--- config.mk ---
export PLATFORM = sky130hd
export DESIGN_NAME = uart_rx_core
export DESIGN_NICKNAME = d
export VERILOG_FILES = /design/src/rtl/uart_pkg.sv /design/src/rtl/uart_rx_sync.sv /design/src/rtl/uart_rx_core.sv
export SDC_FILE = /design/constraint.sdc
export NUM_CORES = 1
export LEC_CHECK = 0
export BUFFER_PORTS_ARGS = -buffer_cell sky130_fd_sc_hd__clkbuf_2
export CELL_PAD_IN_SITES_DETAIL_PLACEMENT = 1
export CELL_PAD_IN_SITES_GLOBAL_PLACEMENT = 2
export CORE_ASPECT_RATIO = 0.6
export CORE_MARGIN = 3
export CORE_UTILIZATION = 42
export DETAILED_ROUTE_END_ITERATION = 10
export GPL_TIMING_DRIVEN = 0
export PLACE_DENSITY = 0.89
export SLEW_MARGIN = 20
export SYNTH_ARGS = -nofsm -noshare
export SYNTH_HDL_FRONTEND = slang
export SYNTH_SLANG_ARGS = --single-unit
--- constraint.sdc ---
create_clock -name CLK_100MHz -period 3.4 [get_ports CLK_100MHz]
set_input_delay 0.51 -clock CLK_100MHz [delete_from_list [all_inputs] [get_ports CLK_100MHz]]
set_output_delay 0.51 -clock CLK_100MHz [all_outputs]
set_load 0.1 [all_outputs]
--- src/rtl/uart_pkg.sv ---
// Shared UART types and constants for the receive and transmit paths.
// Board-level defaults live here so both directions agree on the baud.
package uart_pkg;

  localparam int DATA_BITS        = 8;
  localparam int CLKS_PER_BIT_DEF = 868;

  typedef enum logic [2:0] {
    IDLE,
    START,
    DATA,
    STOP,
    WAIT_IDLE
  } rx_state_e;

endpackage

--- src/rtl/uart_rx_sync.sv ---
// Multi-flop synchronizer for async inputs; resets to the idle-high level.
// Used for Rx and other board inputs such as Switch.
module uart_rx_sync #(
  parameter int STAGES = 2
) (
  input  logic clk,
  input  logic rst_n,
  input  logic d,
  output logic q
);

  logic [STAGES-1:0] ff;

  always_ff @(posedge clk or negedge rst_n) begin
    if (!rst_n) ff <= '1;
    else        ff <= {ff[STAGES-2:0], d};
  end

  assign q = ff[STAGES-1];

endmodule

--- src/rtl/uart_rx_core.sv ---
// 8N1 UART receiver with a valid/ack holding register for the byte.
// Start bit is re-checked at mid-bit; data and stop are sampled mid-bit.
module uart_rx_core
  import uart_pkg::*;
#(
  parameter int CLKS_PER_BIT = CLKS_PER_BIT_DEF,
  parameter int SYNC_STAGES  = 2
) (
  input  logic       CLK_100MHz,
  input  logic       Reset_n,
  input  logic       Rx,
  output logic [7:0] RxData,
  output logic       RxValid,
  input  logic       RxAck,
  output logic       FrameErr,
  output logic       Overrun,
  output logic       Busy
);

  localparam int CW = $clog2(CLKS_PER_BIT);
  localparam int IW = $clog2(DATA_BITS);

  localparam logic [CW-1:0] HALF_M1 = CW'(CLKS_PER_BIT / 2 - 1);
  localparam logic [CW-1:0] FULL_M1 = CW'(CLKS_PER_BIT - 1);
  localparam logic [IW-1:0] LAST    = IW'(DATA_BITS - 1);

  rx_state_e            state;
  logic [CW-1:0]        cnt;
  logic [IW-1:0]        idx;
  logic [DATA_BITS-1:0] shift_reg;
  logic                 deliver;
  logic                 rx_s;

  uart_rx_sync #(
    .STAGES(SYNC_STAGES)
  ) u_sync (
    .clk  (CLK_100MHz),
    .rst_n(Reset_n),
    .d    (Rx),
    .q    (rx_s)
  );

  always_ff @(posedge CLK_100MHz or negedge Reset_n) begin
    if (!Reset_n) begin
      state     <= IDLE;
      cnt       <= '0;
      idx       <= '0;
      shift_reg <= '0;
      deliver   <= 1'b0;
      RxData    <= '0;
      RxValid   <= 1'b0;
      FrameErr  <= 1'b0;
      Overrun   <= 1'b0;
      Busy      <= 1'b0;
    end else begin
      FrameErr <= 1'b0;
      Overrun  <= 1'b0;
      deliver  <= 1'b0;

      case (state)
        IDLE: begin
          if (!rx_s) begin
            state <= START;
            cnt   <= '0;
            Busy  <= 1'b1;
          end
        end
        START: begin
          if (cnt == HALF_M1) begin
            cnt <= '0;
            idx <= '0;
            if (!rx_s) begin
              state <= DATA;
            end else begin
              state <= IDLE;
              Busy  <= 1'b0;
            end
          end else begin
            cnt <= cnt + 1'b1;
          end
        end
        DATA: begin
          if (cnt == FULL_M1) begin
            cnt       <= '0;
            shift_reg <= {rx_s, shift_reg[DATA_BITS-1:1]};
            if (idx == LAST) state <= STOP;
            else             idx   <= idx + 1'b1;
          end else begin
            cnt <= cnt + 1'b1;
          end
        end
        STOP: begin
          if (cnt == FULL_M1) begin
            cnt <= '0;
            if (rx_s) begin
              deliver <= 1'b1;
              state   <= IDLE;
              Busy    <= 1'b0;
            end else begin
              FrameErr <= 1'b1;
              state    <= WAIT_IDLE;
            end
          end else begin
            cnt <= cnt + 1'b1;
          end
        end
        WAIT_IDLE: begin
          if (rx_s) begin
            state <= IDLE;
            Busy  <= 1'b0;
          end
        end
        default: begin
          state <= IDLE;
          Busy  <= 1'b0;
        end
      endcase

      // Same-cycle ack consumes the old byte, so no overrun in that case.
      if (deliver) begin
        RxData  <= shift_reg;
        RxValid <= 1'b1;
        Overrun <= RxValid && !RxAck;
      end else if (RxValid && RxAck) begin
        RxValid <= 1'b0;
      end
    end
  end

endmodule

# Word level (Yosys, flattened, before mapping)
# Cells that the tools add are included.
# totals
out_inout_bits	12
reg_bits	39
# classes
addsub	2
n_reduce_logical	13
n_eq_ne	14
bitwise_logic	1
muxes	31
# op_table
op	n
2-to-1 mux 10 bit	3
2-to-1 mux 3 bit	10
one-hot mux 10 bit (3 select lines)	1
one-hot mux 3 bit (5 select lines)	1
2-to-1 mux 1 bit	13
!= test 2 bit, second input constant	6
adder 10 x 1 -> 10 bit, second input constant	1
equality test 10 bit, second input constant	1
equality test 10 x 9 -> 1 bit, second input constant	1
AND reduction 4 bit	2
equality test 3 x 2 -> 1 bit, second input constant	2
equality test 3 bit, second input constant	2
one-hot mux 3 bit (2 select lines)	1
AND reduction 6 bit	1
one-hot mux 1 bit (5 select lines)	1
AND reduction 2 bit	2
nonzero test 2 bit	2
adder 3 x 1 -> 3 bit, second input constant	1
equality test 3 x 1 -> 1 bit, second input constant	1
zero test 3 bit	1
nonzero test 3 bit	1
logical AND 1 bit	2
2-to-1 mux 2 bit	1
!= test 2 x 1 -> 1 bit, second input constant	1
3 further kinds	3

# Depth between registers and ports, before layout
# Gate-level depths: netlist of the first run.
# depth
ltp_word	4
ltp_mapped	8
ltp_nobuf	7

# Cells and area by module
# A second synthesis of the first run with hierarchy kept.
# unflattened
hier_cells	168
hier_area_um2	1848.0
# modules_own_cells
module	n_inst	seq_area_each_um2	area_each_um2	cells_each
uart_rx_core	1	925.9	1795.5	166
uart_rx_sync	1	52.6	52.6	2

# Worst setup path before layout of the first run
# No wires, ideal clock.
# synth_timing
kind	register -> register
startpoint	reg cnt[3]
endpoint	reg cnt[2]
setup_slack_ns	1.640
period_less_slack_ns	1.760
setup_time_ns	0.118
required_time_ns	3.282
stages_incl_launch_ff	7
t_arrival_ns	1.642
cell_sequence	dfrtp_1 or3b_4 o31ai_2 o31a_4 buf_6 o21ai_2 a21o_1
# synth_via
elab_chain_len	3
# synth_lines
item	line_no	text
start, declared	uart_rx_core.sv:28	logic [CW-1:0] cnt;
start signal, assigned	uart_rx_core.sv:79	cnt <= cnt + 1'b1;
start signal, assigned	uart_rx_core.sv:89	cnt <= cnt + 1'b1;
start signal, assigned	uart_rx_core.sv:104	cnt <= cnt + 1'b1;
equality test 10 bit or equality test 10 x 9 -> 1 bit (tied branches)	uart_rx_core.sv:83, uart_rx_core.sv:93, uart_rx_core.sv:69	
2-to-1 mux 10 bit (on tied branches)	uart_rx_core.sv:83, uart_rx_core.sv:93, uart_rx_core.sv:69	
one-hot mux 10 bit (3 select lines) *	uart_rx_core.sv:60	case (state)
# Mark *: on every way between the ends. The rest lies on a longest branch, timed or not.
# A chain may end at the register's enable or synchronous reset.

# Worst setup path in the final report of the first run
# layout_timing
startpoint	reg state[2]
endpoint	reg shift_reg[3]
# layout_via
elab_chain_len	2
# layout_lines
item	line_no	text
start, declared	uart_rx_core.sv:27	rx_state_e state;
start signal, assigned	uart_rx_core.sv:45	state <= IDLE;
start signal, assigned	uart_rx_core.sv:63	state <= START;
start signal, assigned	uart_rx_core.sv:73	state <= DATA;
equality test 3 x 2 -> 1 bit	uart_rx_core.sv:60	
AND reduction 2 bit (no line)	--	
end signal, assigned	uart_rx_core.sv:85	shift_reg <= {rx_s, shift_reg[DATA_BITS-1:1]};
end, declared	uart_rx_core.sv:30	logic [DATA_BITS-1:0] shift_reg;
# Every way passes these cells.

==> impl_metrics.env, run 1 <==
export IMPL_syn2layout_area_growth_pct=13.2
export IMPL_cts_buffers_inserted=5
export IMPL_postCtsSetupBuffers=0
export IMPL_crit_family="simple AND/OR/NAND/NOR gates"
export IMPL_die_width_um=90.4
export IMPL_detail_route_antenna_nets=0
export IMPL_r2r_end="shift_reg[3]"
export IMPL_period_share_pct=57.9
export IMPL_ys_ff_latch=39
export IMPL_status="finished clean"
export IMPL_worstPathRequired_ns=3.58
export IMPL_yosys_top_cells_area="dfrtp_1, mux2_2, mux2_1, a21o_1, dfstp_2"
export IMPL_slowest_delay_ns=0.56
export IMPL_hold_viol=0
export IMPL_netlist_instances=155
export IMPL_p_per_area_nw_per_um2=396
export IMPL_rsz0062_at_grt="no"
export IMPL_grt_overflow=0
export IMPL_ios=16
export IMPL_pwr_share_comb_pct=1.5
export IMPL_startpoint="state[2]"
export IMPL_synthesis_area_um2=1800
export IMPL_routed_wl_mm=3.88
export IMPL_path_class="reg -> reg"
export IMPL_cell_internal_pwr_w=0.000631
export IMPL_fin_util_pct=52.2
export IMPL_period_needed_ns=1.97
export IMPL_avgViaCountPerCell=5.43
export IMPL_clkLatencyLatePin_ns=0.29
export IMPL_fp_coreArea_um2=3890
export IMPL_power_w=0.000804
export IMPL_dr_pass1_iters=4
export IMPL_drv_slew=0
export IMPL_synthDistinctLibCells=37
export IMPL_vdd_ir_drop_max_mv=0.160
export IMPL_grt_pass1_vias=1341
export IMPL_worstMarginPinSlew_ns=0.955
export IMPL_ctsHtreeMaxLevel=2
export IMPL_met1_usage_pct=22.9
export IMPL_switching_share_pct=21.5
export IMPL_largest_reg_flops=10
export IMPL_clockBufferDepth=2
export IMPL_ys_seq_area_share_pct=54.5
export IMPL_hold_path_startpoint="Rx"
export IMPL_antenna_found_initial=0
export IMPL_hold_buffers=0
export IMPL_relSlewSlack_pct=36.3
export IMPL_setup_violations_final=0
export IMPL_grt_pass1_wl_mm=6.68
export IMPL_diodes=0
export IMPL_rows=17
export IMPL_power_switching_w=0.000173
export IMPL_grt_util_met3_pct=4.02
export IMPL_cts_root_buffer="clkbuf_8"
export IMPL_dpl_hpwl_mm=2.93
export IMPL_grt_max_degree=40
export IMPL_ys_flop_type="dfrtp_1"
export IMPL_cp_data_arrival_time_ns=2.14
export IMPL_gr_usage_met2_pct=26.5
export IMPL_die_area_um2=5120
export IMPL_numClockSinks=39
export IMPL_hold_end="u_sync.ff[0]"
export IMPL_finClkSkew_ns=0.00841
export IMPL_fin_setup_tns_ns=0
export IMPL_yosysWarnings=0
export IMPL_cp_slowest_cell="nor3b_1"
export IMPL_drive_above_1_share_pct=24.7
export IMPL_layout_common_cells="dfrtp_1, clkbuf_2"
export IMPL_final_cell_count_no_fill=235
export IMPL_dpl_cell_count=227
export IMPL_cts_reportedPaths_clkPinSlew_ns=0.08
export IMPL_final_common_cell="dfrtp_1"
export IMPL_portBuffers=15
export IMPL_vias=1275
export IMPL_fmax_mhz=508
export IMPL_avgSynthCellArea_um2=11.6
export IMPL_gp_congestion=0.813
export IMPL_dr_first_iter_drc_count=27
export IMPL_synth_edff_count=0
export IMPL_grtUsageTotal_pct=16.7
export IMPL_gr_max_usage_layer="met2"
export IMPL_synthArstFlopShare_pct=100
export IMPL_fp_dieH_um=56.6
export IMPL_power_frac_seq_pct=58.1
export IMPL_hold_depth=1
export IMPL_maxCapViolations=0
export IMPL_hp_class="in -> reg"
export IMPL_syn_nets=163
export IMPL_post_cts_resized=0
export IMPL_r2r_start="state[2]"
export IMPL_critical_path_buf_inv_count=1
export IMPL_pwr_share_clk_pct=40.4
export IMPL_end_kind="register"
export IMPL_finish_net_count=185
export IMPL_cts_tree="built"
export IMPL_r2r_slack_ns=1.43
export IMPL_crit_chain="clkbuf_1, nor3b_1, nand2_2, mux2_1"
export IMPL_cp_start_kind="register"
export IMPL_p_leak_nw=1.03
export IMPL_wl_per_cell_um=16.5
export IMPL_initial_core_util_pct=46.1
export IMPL_synth_top_area_cell="dfrtp_1"
export IMPL_drc=0
export IMPL_synth_top_cell_area_share_pct=51.6
export IMPL_worstPathMaxFanout=10
export IMPL_reg2reg_depth=4
[synth_stat cells, types with 2 or more instances]
cell type / instances
and3_1: 2
a22o_1: 3
o22ai_1: 2
nor4_1: 2
a21o_1: 8
a21oi_1: 6
dfstp_2: 2
dfrtp_1: 37
inv_1: 9
mux2_2: 9
nor3_1: 4
nand2_1: 9
nand3_1: 3
clkbuf_1: 3
nand4_1: 2
ha_1: 4
o21ai_0: 8
nor2_1: 9
mux2_1: 7
nor3b_1: 4
nand4bb_1: 2
o21ai_1: 4
a21oi_2: 2
[layer usage]
metal  up-vias  part of all wire [%]
li1        593                     -
met1       663                    50
met2        15                    46
met3         4                   3.1
met5         -                     0
met4         0                   1.1
[how the worst max path moves through the flow]
| stage | end | slack, ns | depth (start not counted) |
|---|---|---|---|
| after floorplan | cnt[2] | 1.64 | 6 |
| after global placement | shift_reg[5] | 1.52 | 4 |
| after detailed placement | cnt[7] | 1.45 | 7 |
| after CTS | cnt[7] | 1.43 | 7 |
| after global routing | shift_reg[4] | 1.28 | 5 |
| final | shift_reg[3] | 1.43 | 4 |
[power by group through the flow]
stage | clock (W) | combinational [W] | sequential, W
after floorplan | 0 | 0.00000153 | 0.000476
after global placement | 0 | 0.0000127 | 0.000476
after detailed placement | 0 | 0.0000131 | 0.000476
after CTS | 0.000332 | 0.0000133 | 0.000467
after global routing | 0.000354 | 0.0000150 | 0.000467
final | 0.000325 | 0.0000123 | 0.000467
[final cells by class]
cell class | count | area (um2)
clock inverters | 1 | 5.00
repair buffers | 15 | 75.1
fillers | 452 | 1860
inverters | 9 | 33.8
multi-input cells | 102 | 756
plain buffers | 5 | 27.5
flip-flops and latches | 39 | 978
well taps | 57 | 71.3
clock buffers | 7 | 86.3
[stage by stage]
step	worst slack [ns]	hold WS, ns	instance area, um2
floorplan	1.64	0.214	1800
global placement	1.52	0.350	1940
detailed placement	1.45	0.356	1940
CTS	1.43	0.295	2030
global route	1.28	0.283	2030
finish	1.43	0.305	2030
[logic make-up (layout without fill, tap and decap cells)]
logic type	count (synthesis)	count (layout)	synth area share, %
AND/OR/NAND/NOR	43	43	14.1
flip-flops	39	39	54.5
AO/OA/AOI/OAI	37	37	14.1
multiplexers	17	17	10.6
buffers and inverters	14	37	3.41
adder cells (fa/ha/maj)	4	4	2.79
XOR/XNOR	1	1	0.488
(Power assumes the default switching activity.)
==> inputs of run 2 (changes only) <==
Settings changed: CORE_UTILIZATION 42 to 35, PLACE_DENSITY 0.89 to 0.79.
Clock period 3.4 ns to 1.75 ns, I/O delays scaled along.
==> impl_metrics.env, run 2 (synthesis gave the netlist of run 1 again) <==
export IMPL_relSlewSlack_pct=34.5
export IMPL_rows=19
export IMPL_syn2layout_area_growth_pct=30.7
export IMPL_die_width_um=98.5
export IMPL_rsz0062_at_grt="yes"
export IMPL_avgViaCountPerCell=5.35
export IMPL_dr_pass1_iters=4
export IMPL_multi_input_area_um2=947
export IMPL_portBuffers=15
export IMPL_final_common_cell="dfrtp_1"
export IMPL_seq_area_um2=981
export IMPL_dpl_hpwl_mm=2.86
export IMPL_status="finished with violations"
export IMPL_cts_buffers_inserted=5
export IMPL_vias=1364
export IMPL_finClkSkew_ns=0.00491
export IMPL_vdd_ir_drop_max_mv=0.325
export IMPL_grt_pass1_vias=1394
export IMPL_reg2reg_depth=7
export IMPL_path_class="reg -> reg"
export IMPL_failed_checks="negative setup slack"
export IMPL_worstPathMaxFanout=4
export IMPL_diodes=0
export IMPL_cp_data_arrival_time_ns=2.06
export IMPL_maxCapViolations=0
export IMPL_fin_ws_ns=-0.0966
export IMPL_fp_coreArea_um2=4750
export IMPL_cts_root_buffer="clkbuf_8"
export IMPL_drive_above_1_share_pct=42.7
export IMPL_hold_viol=0
export IMPL_fillers=521
export IMPL_grtUsageTotal_pct=14.2
export IMPL_period_needed_ns=1.85
export IMPL_initial_core_util_pct=37.8
export IMPL_r2r_slack_ns=-0.1
export IMPL_cts_tree="built"
export IMPL_hold_end="u_sync.ff[0]"
export IMPL_drv_slew=0
export IMPL_cp_start_kind="register"
export IMPL_finish_net_count=199
export IMPL_pre_cts_slack_ns=-0.216
export IMPL_r2r_end="state[0]"
export IMPL_setup_violations_final=19
export IMPL_die_area_um2=6050
export IMPL_worstMarginPinSlew_ns=0.982
export IMPL_clockBufferDepth=2
export IMPL_grt_overflow=0
export IMPL_largest_reg_flops=10
export IMPL_period_share_pct=106
export IMPL_dpl_cell_area_um2=1960
export IMPL_numClockSinks=39
export IMPL_gp_congestion=0.765
export IMPL_routed_wl_mm=4.55
export IMPL_grt_pass1_wl_mm=6.73
export IMPL_drc=0
export IMPL_cts_reportedPaths_clkPinSlew_ns=0.07
export IMPL_antenna_found_initial=0
export IMPL_clkLatencyLatePin_ns=0.28
export IMPL_hp_class="in -> reg"
export IMPL_layout_common_cells="dfrtp_1, clkbuf_2, buf_4"
export IMPL_final_cell_area_um2=2350
export IMPL_p_leak_nw=1.13
export IMPL_p_per_area_nw_per_um2=645
export IMPL_r2r_start="cnt[0]"
export IMPL_grt_max_degree=40
export IMPL_hold_path_startpoint="Rx"
export IMPL_fp_dieH_um=61.5
export IMPL_hold_depth=1
export IMPL_dr_first_iter_drc_count=50
export IMPL_detail_route_antenna_nets=0
export IMPL_ctsHtreeMaxLevel=2
export IMPL_ios=16
export IMPL_wl_per_cell_um=17.8
export IMPL_worstPathRequired_ns=1.96
export IMPL_fmax_mhz=542
export IMPL_end_kind="register"
-- run 2: worst max-delay path, cell delays in order, from the launching register on --
cell and delay (ns):
dfrtp_2 0.42, ha_2 0.25, nand4bb_1 0.20, buf_4 0.20
o21ai_1 0.16, nand2_1 0.06, or3_1 0.35, a21oi_1 0.13
-- run 2: final cells by class --
cell class,instances,share of cell area [%]
multi-input combinational,104,40.4
sequential,39,41.8
timing repair buffer,29,8.58
tap,63,3.36
clock buffer,7,3.25
inverter,9,1.44
buffer,3,1.01
clock inverter,1,0.213
-- run 2: per-layer routing --
layer	share of wire, %	vias up	GRT usage (%)
met2	47	30	23.2
met5	0	-	0
li1	-	631	-
met3	5.6	4	3.62
met4	0.66	0	3.50
met1	47	699	19.4
-- run 2: power by group --
part / switching (W) / internal, W / total (W)
Combinational: 0.0000222 / 0.00000319 / 0.0000254
Clock: 0.000301 / 0.000280 / 0.000581
Sequential: 0.00000242 / 0.000905 / 0.000907
Total: 0.000326 / 0.00119 / 0.00151
-- run 2: per-stage QoR --
| step | std cells | utilization, % | TNS (ns) | hold WS [ns] | total power, W |
|---|---|---|---|---|---|
| floorplan | 155 | - | 0 | -0.0331 | 0.000927 |
| global placement | 233 | 41.2 | -1.89 | 0.348 | 0.000949 |
| detailed placement | 233 | 41.2 | -2.95 | 0.349 | 0.000951 |
| CTS | 249 | 45.3 | -0.775 | 0.0494 | 0.00153 |
| global route | 255 | 49.4 | -3.23 | 0.0483 | 0.00158 |
| finish | 255 | 49.4 | -1.10 | 0.0557 | 0.00151 |
-- run 2: worst max path at each step --
stage | end | from | cells past startpoint | slack, ns
2_1_floorplan | cnt[2] | cnt[3] | 6 | 0.002
6_report | state[0] | cnt[0] | 7 | -0.1
3_3_place_gp | shift_reg[5] | cnt[3] | 4 | -0.14
5_1_grt | state[0] | cnt[0] | 7 | -0.19
3_5_place_dp | cnt[7] | state[2] | 7 | -0.22
4_1_cts | cnt[2] | cnt[2] | 6 | -0.09
-- run 2: timing repair --
item                                    4_1_cts  5_1_grt
resized for setup                            11       25
endpoints found under the setup margin       21       26
hold buffers                                  0        0
setup buffers                                 9        5
cloned                                        0        3
hold endpoints to repair                      0        0
pin swaps                                     4       13
